`src/rtl/fetch_pkg.sv`:
```
// +---------------------------------------------------------------------------+
// | fetch_pkg: shared types and encodings for the fetch/next-PC unit.         |
// | Rev 1.0 - initial release                                                 |
// +---------------------------------------------------------------------------+
`default_nettype none

package fetch_pkg;

  typedef logic [31:0] word_t;

  // Must track the decoder's NPCOp encoding.
  localparam logic [1:0] NPC_PLUS4  = 2'b00;
  localparam logic [1:0] NPC_BRANCH = 2'b01;
  localparam logic [1:0] NPC_JUMP   = 2'b10;
  localparam logic [1:0] NPC_JUMPR  = 2'b11;

`ifdef FETCH_ALIGN_CHECK_EN
  typedef enum logic [1:0] {
    ST_FETCH = 2'd0,
    ST_WAIT  = 2'd1,
    ST_ISSUE = 2'd2,
    ST_TRAP  = 2'd3
  } state_t;
`else
  typedef enum logic [1:0] {
    ST_FETCH = 2'd0,
    ST_WAIT  = 2'd1,
    ST_ISSUE = 2'd2
  } state_t;
`endif

endpackage

`default_nettype wire

```
`src/rtl/fetch_seq_if.sv`:
```
// +---------------------------------------------------------------------------+
// | fetch_seq_if: instruction-memory req/ack fetch port.                      |
// | Rev 1.0 - initial release                                                 |
// +---------------------------------------------------------------------------+
`default_nettype none

interface fetch_seq_if;
  import fetch_pkg::*;

  logic  req;
  word_t addr;
  logic  ack;
  word_t rdata;

  modport master (output req, output addr, input ack, input rdata);
  modport slave  (input req, input addr, output ack, output rdata);

endinterface

`default_nettype wire

```
`src/rtl/npc_calc.sv`:
```
// +---------------------------------------------------------------------------+
// | npc_calc: combinational next-PC selection (PLUS4/BRANCH/JUMP/JUMPR).      |
// | Rev 1.0 - initial release                                                 |
// +---------------------------------------------------------------------------+
`default_nettype none

module npc_calc
  import fetch_pkg::*;
(
  input  word_t       pc,
  input  logic [15:0] imm16,
  input  logic [25:0] target26,
  input  word_t       rs_val,
  input  logic [1:0]  npc_op,
  output word_t       pc_plus4,
  output word_t       next_pc
);

  assign pc_plus4 = pc + 32'd4;

  always_comb begin
    next_pc = pc_plus4;
    case (npc_op)
      NPC_PLUS4:  next_pc = pc_plus4;
      NPC_BRANCH: next_pc = pc_plus4 + {{14{imm16[15]}}, imm16, 2'b00};
      NPC_JUMP:   next_pc = {pc_plus4[31:28], target26, 2'b00};
      NPC_JUMPR:  next_pc = rs_val;
      default:    next_pc = pc_plus4;
    endcase
  end

endmodule

`default_nettype wire

```
`src/rtl/fetch_seq.sv`:
```
// +---------------------------------------------------------------------------+
// | fetch_seq: multi-cycle instruction fetch and PC sequencing unit.          |
// | Optional misalignment trap: define FETCH_ALIGN_CHECK_EN.                  |
// | Rev 1.0 - initial release                                                 |
// +---------------------------------------------------------------------------+
`default_nettype none

module fetch_seq
  import fetch_pkg::*;
#(
  parameter logic [31:0] RESET_PC = 32'h0000_0000,
  parameter int          CNT_W    = 32
) (
  input  logic             clk,
  input  logic             rstn,
  fetch_seq_if.master      imem,
  output word_t            instr,
  output logic             instr_valid,
  output word_t            pc,
  output word_t            pc_plus4,
  input  logic             exec_done,
  input  logic [1:0]       npc_op,
  input  word_t            rs_val,
  output logic [CNT_W-1:0] retire_cnt,
  output logic             fetch_err
);

  localparam logic [CNT_W-1:0] CNT_ONE = {{(CNT_W-1){1'b0}}, 1'b1};

  state_t           r_state;
  state_t           w_state_nxt;
  word_t            r_pc;
  word_t            r_instr;
  logic             r_instr_valid;
  logic             r_req;
  logic [CNT_W-1:0] r_cnt;
  logic             w_load_instr;
  logic             w_retire;
  word_t            w_next_pc;
  word_t            w_pc_plus4;

  npc_calc u_npc_calc (
    .pc       (r_pc),
    .imm16    (r_instr[15:0]),
    .target26 (r_instr[25:0]),
    .rs_val   (rs_val),
    .npc_op   (npc_op),
    .pc_plus4 (w_pc_plus4),
    .next_pc  (w_next_pc)
  );

`ifdef FETCH_ALIGN_CHECK_EN
  logic r_err;
  logic w_misalign;
  assign w_misalign = |w_next_pc[1:0];
  assign fetch_err  = r_err;
`else
  assign fetch_err  = 1'b0;
`endif

  always_ff @(posedge clk or negedge rstn) begin
    if (!rstn) r_state <= ST_FETCH;
    else       r_state <= w_state_nxt;
  end

  always_comb begin
    w_state_nxt  = r_state;
    w_load_instr = 1'b0;
    w_retire     = 1'b0;
    case (r_state)
      ST_FETCH: w_state_nxt = ST_WAIT;
      ST_WAIT: begin
        if (imem.ack) begin
          w_load_instr = 1'b1;
          w_state_nxt  = ST_ISSUE;
        end
      end
      ST_ISSUE: begin
        if (exec_done) begin
          w_retire    = 1'b1;
          w_state_nxt = ST_FETCH;
`ifdef FETCH_ALIGN_CHECK_EN
          if (w_misalign) w_state_nxt = ST_TRAP;
`endif
        end
      end
`ifdef FETCH_ALIGN_CHECK_EN
      ST_TRAP: w_state_nxt = ST_TRAP;
`endif
      default: w_state_nxt = ST_FETCH;
    endcase
  end

  always_ff @(posedge clk or negedge rstn) begin
    if (!rstn) begin
      r_pc          <= RESET_PC;
      r_instr       <= '0;
      r_instr_valid <= 1'b0;
      r_req         <= 1'b0;
      r_cnt         <= '0;
`ifdef FETCH_ALIGN_CHECK_EN
      r_err         <= 1'b0;
`endif
    end else begin
      // Request is high for exactly the WAIT residency.
      r_req <= (w_state_nxt == ST_WAIT);
      if (w_load_instr) begin
        r_instr       <= imem.rdata;
        r_instr_valid <= 1'b1;
      end
      if (w_retire) begin
`ifdef FETCH_ALIGN_CHECK_EN
        r_pc <= w_next_pc;
        if (w_misalign) r_err <= 1'b1;
`else
        r_pc <= w_next_pc & ~32'd3;
`endif
        r_instr_valid <= 1'b0;
        r_cnt         <= r_cnt + CNT_ONE;
      end
    end
  end

  assign imem.req    = r_req;
  assign imem.addr   = r_pc;
  assign instr       = r_instr;
  assign instr_valid = r_instr_valid;
  assign pc          = r_pc;
  assign pc_plus4    = w_pc_plus4;
  assign retire_cnt  = r_cnt;

endmodule

`default_nettype wire

```
`src/flat_wrapper.sv`:
```
// flat-port wrapper written by rule: the top's interface ports become plain ports
module fetch_seq_flat import fetch_pkg::*;
#(
  parameter logic [31:0] RESET_PC = 32'h0000_0000,
  parameter int          CNT_W    = 32
)
  (clk, rstn, instr, instr_valid, pc, pc_plus4, exec_done, npc_op, rs_val, retire_cnt, fetch_err, imem_req, imem_addr, imem_ack, imem_rdata);
  fetch_seq_if imem_i ();
  input  logic clk;
  input  logic rstn;
  output word_t instr;
  output logic instr_valid;
  output word_t pc;
  output word_t pc_plus4;
  input  logic exec_done;
  input  logic [1:0] npc_op;
  input  word_t rs_val;
  output logic [CNT_W-1:0] retire_cnt;
  output logic fetch_err;
  output wire logic [$bits(imem_i.req)-1:0] imem_req;
  output wire logic [$bits(imem_i.addr)-1:0] imem_addr;
  input wire logic [$bits(imem_i.ack)-1:0] imem_ack;
  input wire logic [$bits(imem_i.rdata)-1:0] imem_rdata;
  assign imem_req = imem_i.req;
  assign imem_addr = imem_i.addr;
  assign imem_i.ack = imem_ack;
  assign imem_i.rdata = imem_rdata;
  fetch_seq #(.RESET_PC(RESET_PC), .CNT_W(CNT_W)) u_core (.clk(clk), .rstn(rstn), .imem(imem_i), .instr(instr), .instr_valid(instr_valid), .pc(pc), .pc_plus4(pc_plus4), .exec_done(exec_done), .npc_op(npc_op), .rs_val(rs_val), .retire_cnt(retire_cnt), .fetch_err(fetch_err));
endmodule
```
`config.mk`:
```
export PLATFORM = sky130hd
export DESIGN_NAME = fetch_seq_flat
export DESIGN_NICKNAME = d
export VERILOG_FILES = /design/src/rtl/fetch_pkg.sv /design/src/rtl/fetch_seq_if.sv /design/src/rtl/npc_calc.sv /design/src/rtl/fetch_seq.sv /design/src/flat_wrapper.sv
export SDC_FILE = /design/constraint.sdc
export NUM_CORES = 1
export LEC_CHECK = 0
export CAP_MARGIN = 15
export CORE_MARGIN = 2
export CORE_UTILIZATION = 55
export DETAILED_ROUTE_END_ITERATION = 8
export DONT_BUFFER_PORTS = 1
export GPL_TIMING_DRIVEN = 1
export HOLD_SLACK_MARGIN = 0.05
export PLACE_DENSITY = 0.7
export REMOVE_ABC_BUFFERS = 1
export SYNTH_ARGS = -nofsm -noshare
export SYNTH_HDL_FRONTEND = slang
export SYNTH_SLANG_ARGS = --single-unit
```
`constraint.sdc`:
```
create_clock -name clk -period 5.7 [get_ports clk]
set_clock_uncertainty 0.05 [all_clocks]
set_input_delay 1.14 -clock clk [delete_from_list [all_inputs] [get_ports clk]]
set_output_delay 1.14 -clock clk [all_outputs]
set_load 0.05 [all_outputs]
```
==> results of run 1 <==
metal layers:
layer | track usage, % | routed length (um) | vias to the layer above
met5 | 0 | 0 | -
met4 | 13.0 | 652 | 0
met3 | 7.45 | 1760 | 46
met2 | 49.8 | 10600 | 279
met1 | 37.3 | 8810 | 3093
li1 | - | - | 2896
flip-flops by register name (all words and copies together), names as in the netlist:
signal / cells
u_core.instr_valid: 1
u_core.retire_cnt: 32
u_core.imem.req: 1
u_core.imem.addr: 30
u_core.r_state: 2
u_core.instr: 32
worst max path at each step:
stage               slack (ps)                                to
floorplan                  390  u_core.imem.addr[29]$_DFFE_PN0P_
global placement          1200  u_core.imem.addr[29]$_DFFE_PN0P_
detailed placement        1130  u_core.imem.addr[29]$_DFFE_PN0P_
CTS                       1100  u_core.imem.addr[29]$_DFFE_PN0P_
global route               730  u_core.imem.addr[29]$_DFFE_PN0P_
finish                    1050  u_core.imem.addr[29]$_DFFE_PN0P_
layout by cell type, fill, tap and decap left out, drive strengths merged, types with 4 or more instances in the layout:
cell type / synthesis / routed
mux4: 8 / 8
buf: 43 / 58
a31o: 4 / 4
nand4: 20 / 20
o211ai: 6 / 6
nand2b: 4 / 4
and3: 11 / 11
xnor2: 54 / 54
conb: 1 / 7
a22oi: 4 / 4
mux2: 39 / 39
inv: 21 / 26
ha: 37 / 37
nor2b: 6 / 6
xor2: 21 / 21
a211oi: 8 / 8
nor2: 60 / 60
a21oi: 56 / 56
dfrtp: 98 / 98
o21a: 7 / 7
and4: 7 / 7
and2: 5 / 5
a311oi: 4 / 4
nor4: 6 / 6
mux2i: 15 / 15
a31oi: 8 / 8
nand2: 81 / 81
or3: 5 / 5
o22ai: 9 / 9
a21o: 5 / 5
clkbuf: 27 / 9
o21ai: 31 / 31
nor3: 10 / 10
nand3: 38 / 38
a41oi: 4 / 4
worst max-delay path, cell delays in order (launching register included):
cell      delay (ps)
dfrtp_1          330
buf_4            330
ha_1             350
nand4_2          260
nor4_4           520
nand4_1          160
xnor2_1          170
buf_4            250
ha_1             320
a21oi_1          300
o21ai_1          180
a2111o_1         440
a31oi_1          350
mux2i_1          150
a311oi_2         260
o31a_1           170
per-stage QoR:
stage	hold slack, ps	util, %	worst slack (ps)	instance area (sq um)
after floorplan	416	-	392	7000
after global placement	430	57.8	1200	7650
after detailed placement	453	57.8	1130	7650
after CTS	406	60.2	1100	7970
after global routing	403	60.2	731	7970
final	410	60.2	1050	7970
cell families (layout without fill, tap and decap cells):
group / after synthesis / after routing / synth area share [%]
muxes: 62 / 62 / 10.3
other: 1 / 7 / 0.0504
and+or+nand+nor: 263 / 263 / 18.3
xor gates and xnor gates: 76 / 76 / 9.13
AOI/OAI and AO/OA: 175 / 175 / 15.4
DFF: 98 / 98 / 33.0
buffers and inverters: 91 / 95 / 7.30
adders and majority gates: 38 / 38 / 6.49
area by class of cell:
class / count / area, sq um / share of cell area (%)
multi-input cells: 621 / 4470 / 56.1
inverters: 21 / 78.8 / 0.989
flip-flops and latches: 98 / 2450 / 30.8
well taps: 176 / 220 / 2.76
repair buffers: 58 / 435 / 5.46
clock buffers: 9 / 225 / 2.83
clock inverters: 7 / 90.1 / 1.13
==> flow_summary.json, run 1 <==
{
  "run_status": "completed",
  "wl_per_cell_um": 22.0,
  "pin_count": 233,
  "dp_cells": 974,
  "drtAntennaViolNets": 0,
  "place_hpwl_um": 15800,
  "rr_endpoint": "u_core.imem.addr[29]$_DFFE_PN0P_",
  "post-route-min-period_ps": 4650,
  "die_height_um": 120,
  "antenna_found_initial": 0,
  "cts_root_buf": "clkbuf_16",
  "syn_to_final_growth_pct": 7.11,
  "clockBufferDepth": 2,
  "r2r_start": "u_core.imem.addr[2]$_DFFE_PN0P_",
  "cts_tree": "yes",
  "worst-endpoint-arrival_ps": 4900,
  "first_pass_iters": 5,
  "cts.clk_slew.worst_paths_ps": 80,
  "drtIter0Drc": 365,
  "ys_top_cells_by_count": "dfrtp_1, nand2_1, nor2_1",
  "grt_pass1_vias": 6280,
  "tns_ps": 0,
  "hold_path_class": "in2async",
  "cts_resized": 0,
  "start_kind": "flop",
  "cts_hold_buffers": 0,
  "finalHoldViolCount": 0,
  "rsz0062_at_grt": "no",
  "synth_edf_count": 0,
  "floorplan.initialDensity_pct": 56.2,
  "relSlewSlack_pct": 23.9,
  "die-area_sq_um": 14500,
  "finalSetupViolCount": 0,
  "io_buffer_count": 0,
  "grt_max_degree": 99,
  "slew_viol_final": 0,
  "drc": 0,
  "timing.setup.critical_path_class": "reg2reg",
  "ys.flop_type": "dfrtp_1",
  "ys_async_sr_fraction_pct": 100,
  "synth_cells": 804,
  "period_share_pct": 81.5,
  "die_w_um": 120,
  "cts_htree_levels": 3,
  "nets": 917,
  "track_usage_pct": 30.0,
  "worstSetupEndpointType": "flop",
  "syn_area_sq_um": 7440,
  "core_area_sq_um": 13200,
  "clk_latency_ps": 370,
  "postCtsSetupBuffers": 0,
  "num_vias": 6314,
  "place.gp.congestion": 0.936,
  "fillers": 1172,
  "wirelength_um": 21800,
  "clock.fmax_mhz": 215,
  "clock-sinks": 98,
  "synth.area.top_cells": "dfrtp_1, xnor2_1, ha_1, mux2_2, nand2_1",
  "final_cells": 990,
  "overflow": 0,
  "cts_inserted_buffers": 9,
  "postSynthAreaPerCell_sq_um": 9.25,
  "antenna_cells": 0,
  "yosys.area.top_type": "dfrtp_1",
  "r2r_slack_ps": 1050,
  "cp_max_fo": 6,
  "tightest_slew_ps": 1140,
  "yosys_warnings": 0,
  "rows": 42,
  "ys_types": 77,
  "ys_ff_latch": 98,
  "ys_seq_area_share_pct": 33.0,
  "required_ps": 5960,
  "viasPerCell": 6.38,
  "drv_cap": 0,
  "grt_pass1_wl_um": 33700,
  "yosysMostFrequentCell": "dfrtp_1",
  "rr_worst_depth": 15,
  "startpoint": "u_core.imem.addr[2]$_DFFE_PN0P_",
  "drive_gt1_share_pct": 17.3,
  "yosysTopAreaCellShare_pct": 33.0
}
Power of run 1 is left out: the tool's default activity adds up to more than one toggle a clock period on the data nets, which glitch-free logic cannot reach.
==> inputs of run 2 (changes only) <==
--- a/config.mk
+++ b/config.mk
@@ -12,7 +12,7 @@
 export DONT_BUFFER_PORTS = 1
 export GPL_TIMING_DRIVEN = 1
 export HOLD_SLACK_MARGIN = 0.05
-export PLACE_DENSITY = 0.7
+export PLACE_DENSITY = 0.73
 export REMOVE_ABC_BUFFERS = 1
 export SYNTH_ARGS = -nofsm -noshare
 export SYNTH_HDL_FRONTEND = slang
==> constraint.sdc (replaced) <==
create_clock -name clk -period 4.06 [get_ports clk]
set_clock_uncertainty 0.05 [all_clocks]
set_input_delay 0.812 -clock clk [delete_from_list [all_inputs] [get_ports clk]]
set_output_delay 0.812 -clock clk [all_outputs]
set_load 0.05 [all_outputs]
==> run 2 against run 1 <==
  * Flip-flop and latch count unchanged
  * Final cell count is 1.4% higher
  * Design area is 1.8% higher
  * Non-clock buffer count up 14
==> flow_summary.json, run 2 (synthesized netlist as in run 1, its figures left out) <==
{
  "drtIter0Drc": 460,
  "layout.cells.most_common": "dfrtp_1",
  "relSlewSlack_pct": 34.7,
  "dpl_cell_area_sq_um": 7760,
  "r2r_slack_ps": 150,
  "run_status": "completed",
  "cts_tree": "yes",
  "rr_worst_depth": 13,
  "viasPerCell": 6.36,
  "finalInstanceArea_sq_um": 8110,
  "tightest_slew_ps": 975,
  "place_hpwl_um": 16500,
  "dpl_worst_slack_ps": 3.17,
  "grt_pass1_vias": 6216,
  "cts_htree_levels": 3,
  "track_usage_pct": 30.3,
  "tns_ps": 0,
  "drtAntennaViolNets": 0,
  "clock-sinks": 98,
  "start_kind": "flop",
  "final_util_pct": 61.3,
  "hold_path_class": "in2async",
  "place.gp.congestion": 0.991,
  "cts.clk_slew.worst_paths_ps": 80,
  "grt_max_degree": 99,
  "core_area_sq_um": 13200,
  "cts_root_buf": "clkbuf_16",
  "worstSetupEndpointType": "flop",
  "clk_latency_ps": 360,
  "die_w_um": 120,
  "slew_viol_final": 0,
  "cts_hold_buffers": 0,
  "period_share_pct": 96.2,
  "floorplan.initialDensity_pct": 56.2,
  "post-route-min-period_ps": 3910,
  "grt_pass1_wl_um": 34000,
  "die-area_sq_um": 14500,
  "wirelength_um": 22200,
  "first_pass_iters": 5,
  "overflow": 0,
  "num_vias": 6384,
  "cts_inserted_buffers": 9,
  "setup_ws_ps": 154,
  "wl_per_cell_um": 22.1,
  "timing.setup.critical_path_class": "reg2reg",
  "nets": 931,
  "required_ps": 4300,
  "mostFrequentLayoutCells": "dfrtp_1, nand2_1, buf_4",
  "clockBufferDepth": 2,
  "antenna_cells": 0,
  "r2r_start": "u_core.imem.addr[2]$_DFFE_PN0P_",
  "worst-endpoint-arrival_ps": 4150,
  "finalHoldViolCount": 0,
  "clock.fmax_mhz": 256,
  "antenna_found_initial": 0,
  "rows": 42,
  "drc": 0,
  "pin_count": 233,
  "rr_endpoint": "u_core.imem.addr[29]$_DFFE_PN0P_",
  "finalSetupViolCount": 0,
  "die_height_um": 120,
  "syn_to_final_growth_pct": 9.06,
  "drv_cap": 0,
  "drive_gt1_share_pct": 19.9,
  "cp_max_fo": 5,
  "io_buffer_count": 0
}
-- run 2: cell types whose count changed in the layout (fill, tap and decap cells not counted), sizes merged --
cell	before	now
buf	58	72
clkinvlp	0	1
clkinv	1	2
clkbuf	9	10
inv	26	23
-- run 2: worst max-delay path by stage --
stage / start / end
floorplan: u_core.imem.addr[3]$_DFFE_PN0P_ / u_core.imem.addr[29]$_DFFE_PN0P_
global placement: u_core.imem.addr[2]$_DFFE_PN0P_ / u_core.imem.addr[29]$_DFFE_PN0P_
detailed placement: u_core.imem.addr[2]$_DFFE_PN0P_ / u_core.imem.addr[31]$_DFFE_PN0P_
CTS: u_core.imem.addr[2]$_DFFE_PN0P_ / u_core.imem.addr[31]$_DFFE_PN0P_
global route: u_core.imem.addr[2]$_DFFE_PN0P_ / u_core.imem.addr[31]$_DFFE_PN0P_
finish: u_core.imem.addr[2]$_DFFE_PN0P_ / u_core.imem.addr[29]$_DFFE_PN0P_
-- run 2: metal layers --
layer / global-route usage (%) / vias up / wire [um]
li1: - / 2928 / -
met5: 0 / - / 0
met1: 38.4 / 3059 / 8960
met4: 11.8 / 0 / 673
met3: 6.42 / 59 / 1780
met2: 50.6 / 338 / 10800
-- run 2: critical path: stages, from the launching register on --
cell and delay (ps):
dfrtp_1 440, ha_2 280, nand4_2 240, nor3_2 260, nand4_1 230, xnor2_1 280
ha_1 320, a21oi_1 310, o21ai_1 160, a2111o_1 440, a31oi_2 270, mux2i_1 130
a311oi_2 260, o31a_1 170
-- run 2: cell type report --
class,count,area (sq um)
clock buffers,10,229
clock inverters,6,75.1
fillers,1124,5130
inverters,21,78.8
multi-input cells,621,4520
flip-flops and latches,98,2450
well taps,176,220
repair buffers,72,541
-- run 2: what timing repair did --
item	in CTS	in global routing
buffers inserted	0	0
pin swaps	0	1
gates resized for setup	1	12
endpoints found under the setup margin	3	10
-- run 2: stage by stage --
step / hold slack [ps] / cells
6_report: 87.4 / 1004
5_1_grt: 82.6 / 1004
4_1_cts: 82.0 / 1004
3_5_place_dp: 442 / 988
3_3_place_gp: 429 / 988
2_1_floorplan: 416 / 740
Power of run 2 is left out for the same reason.
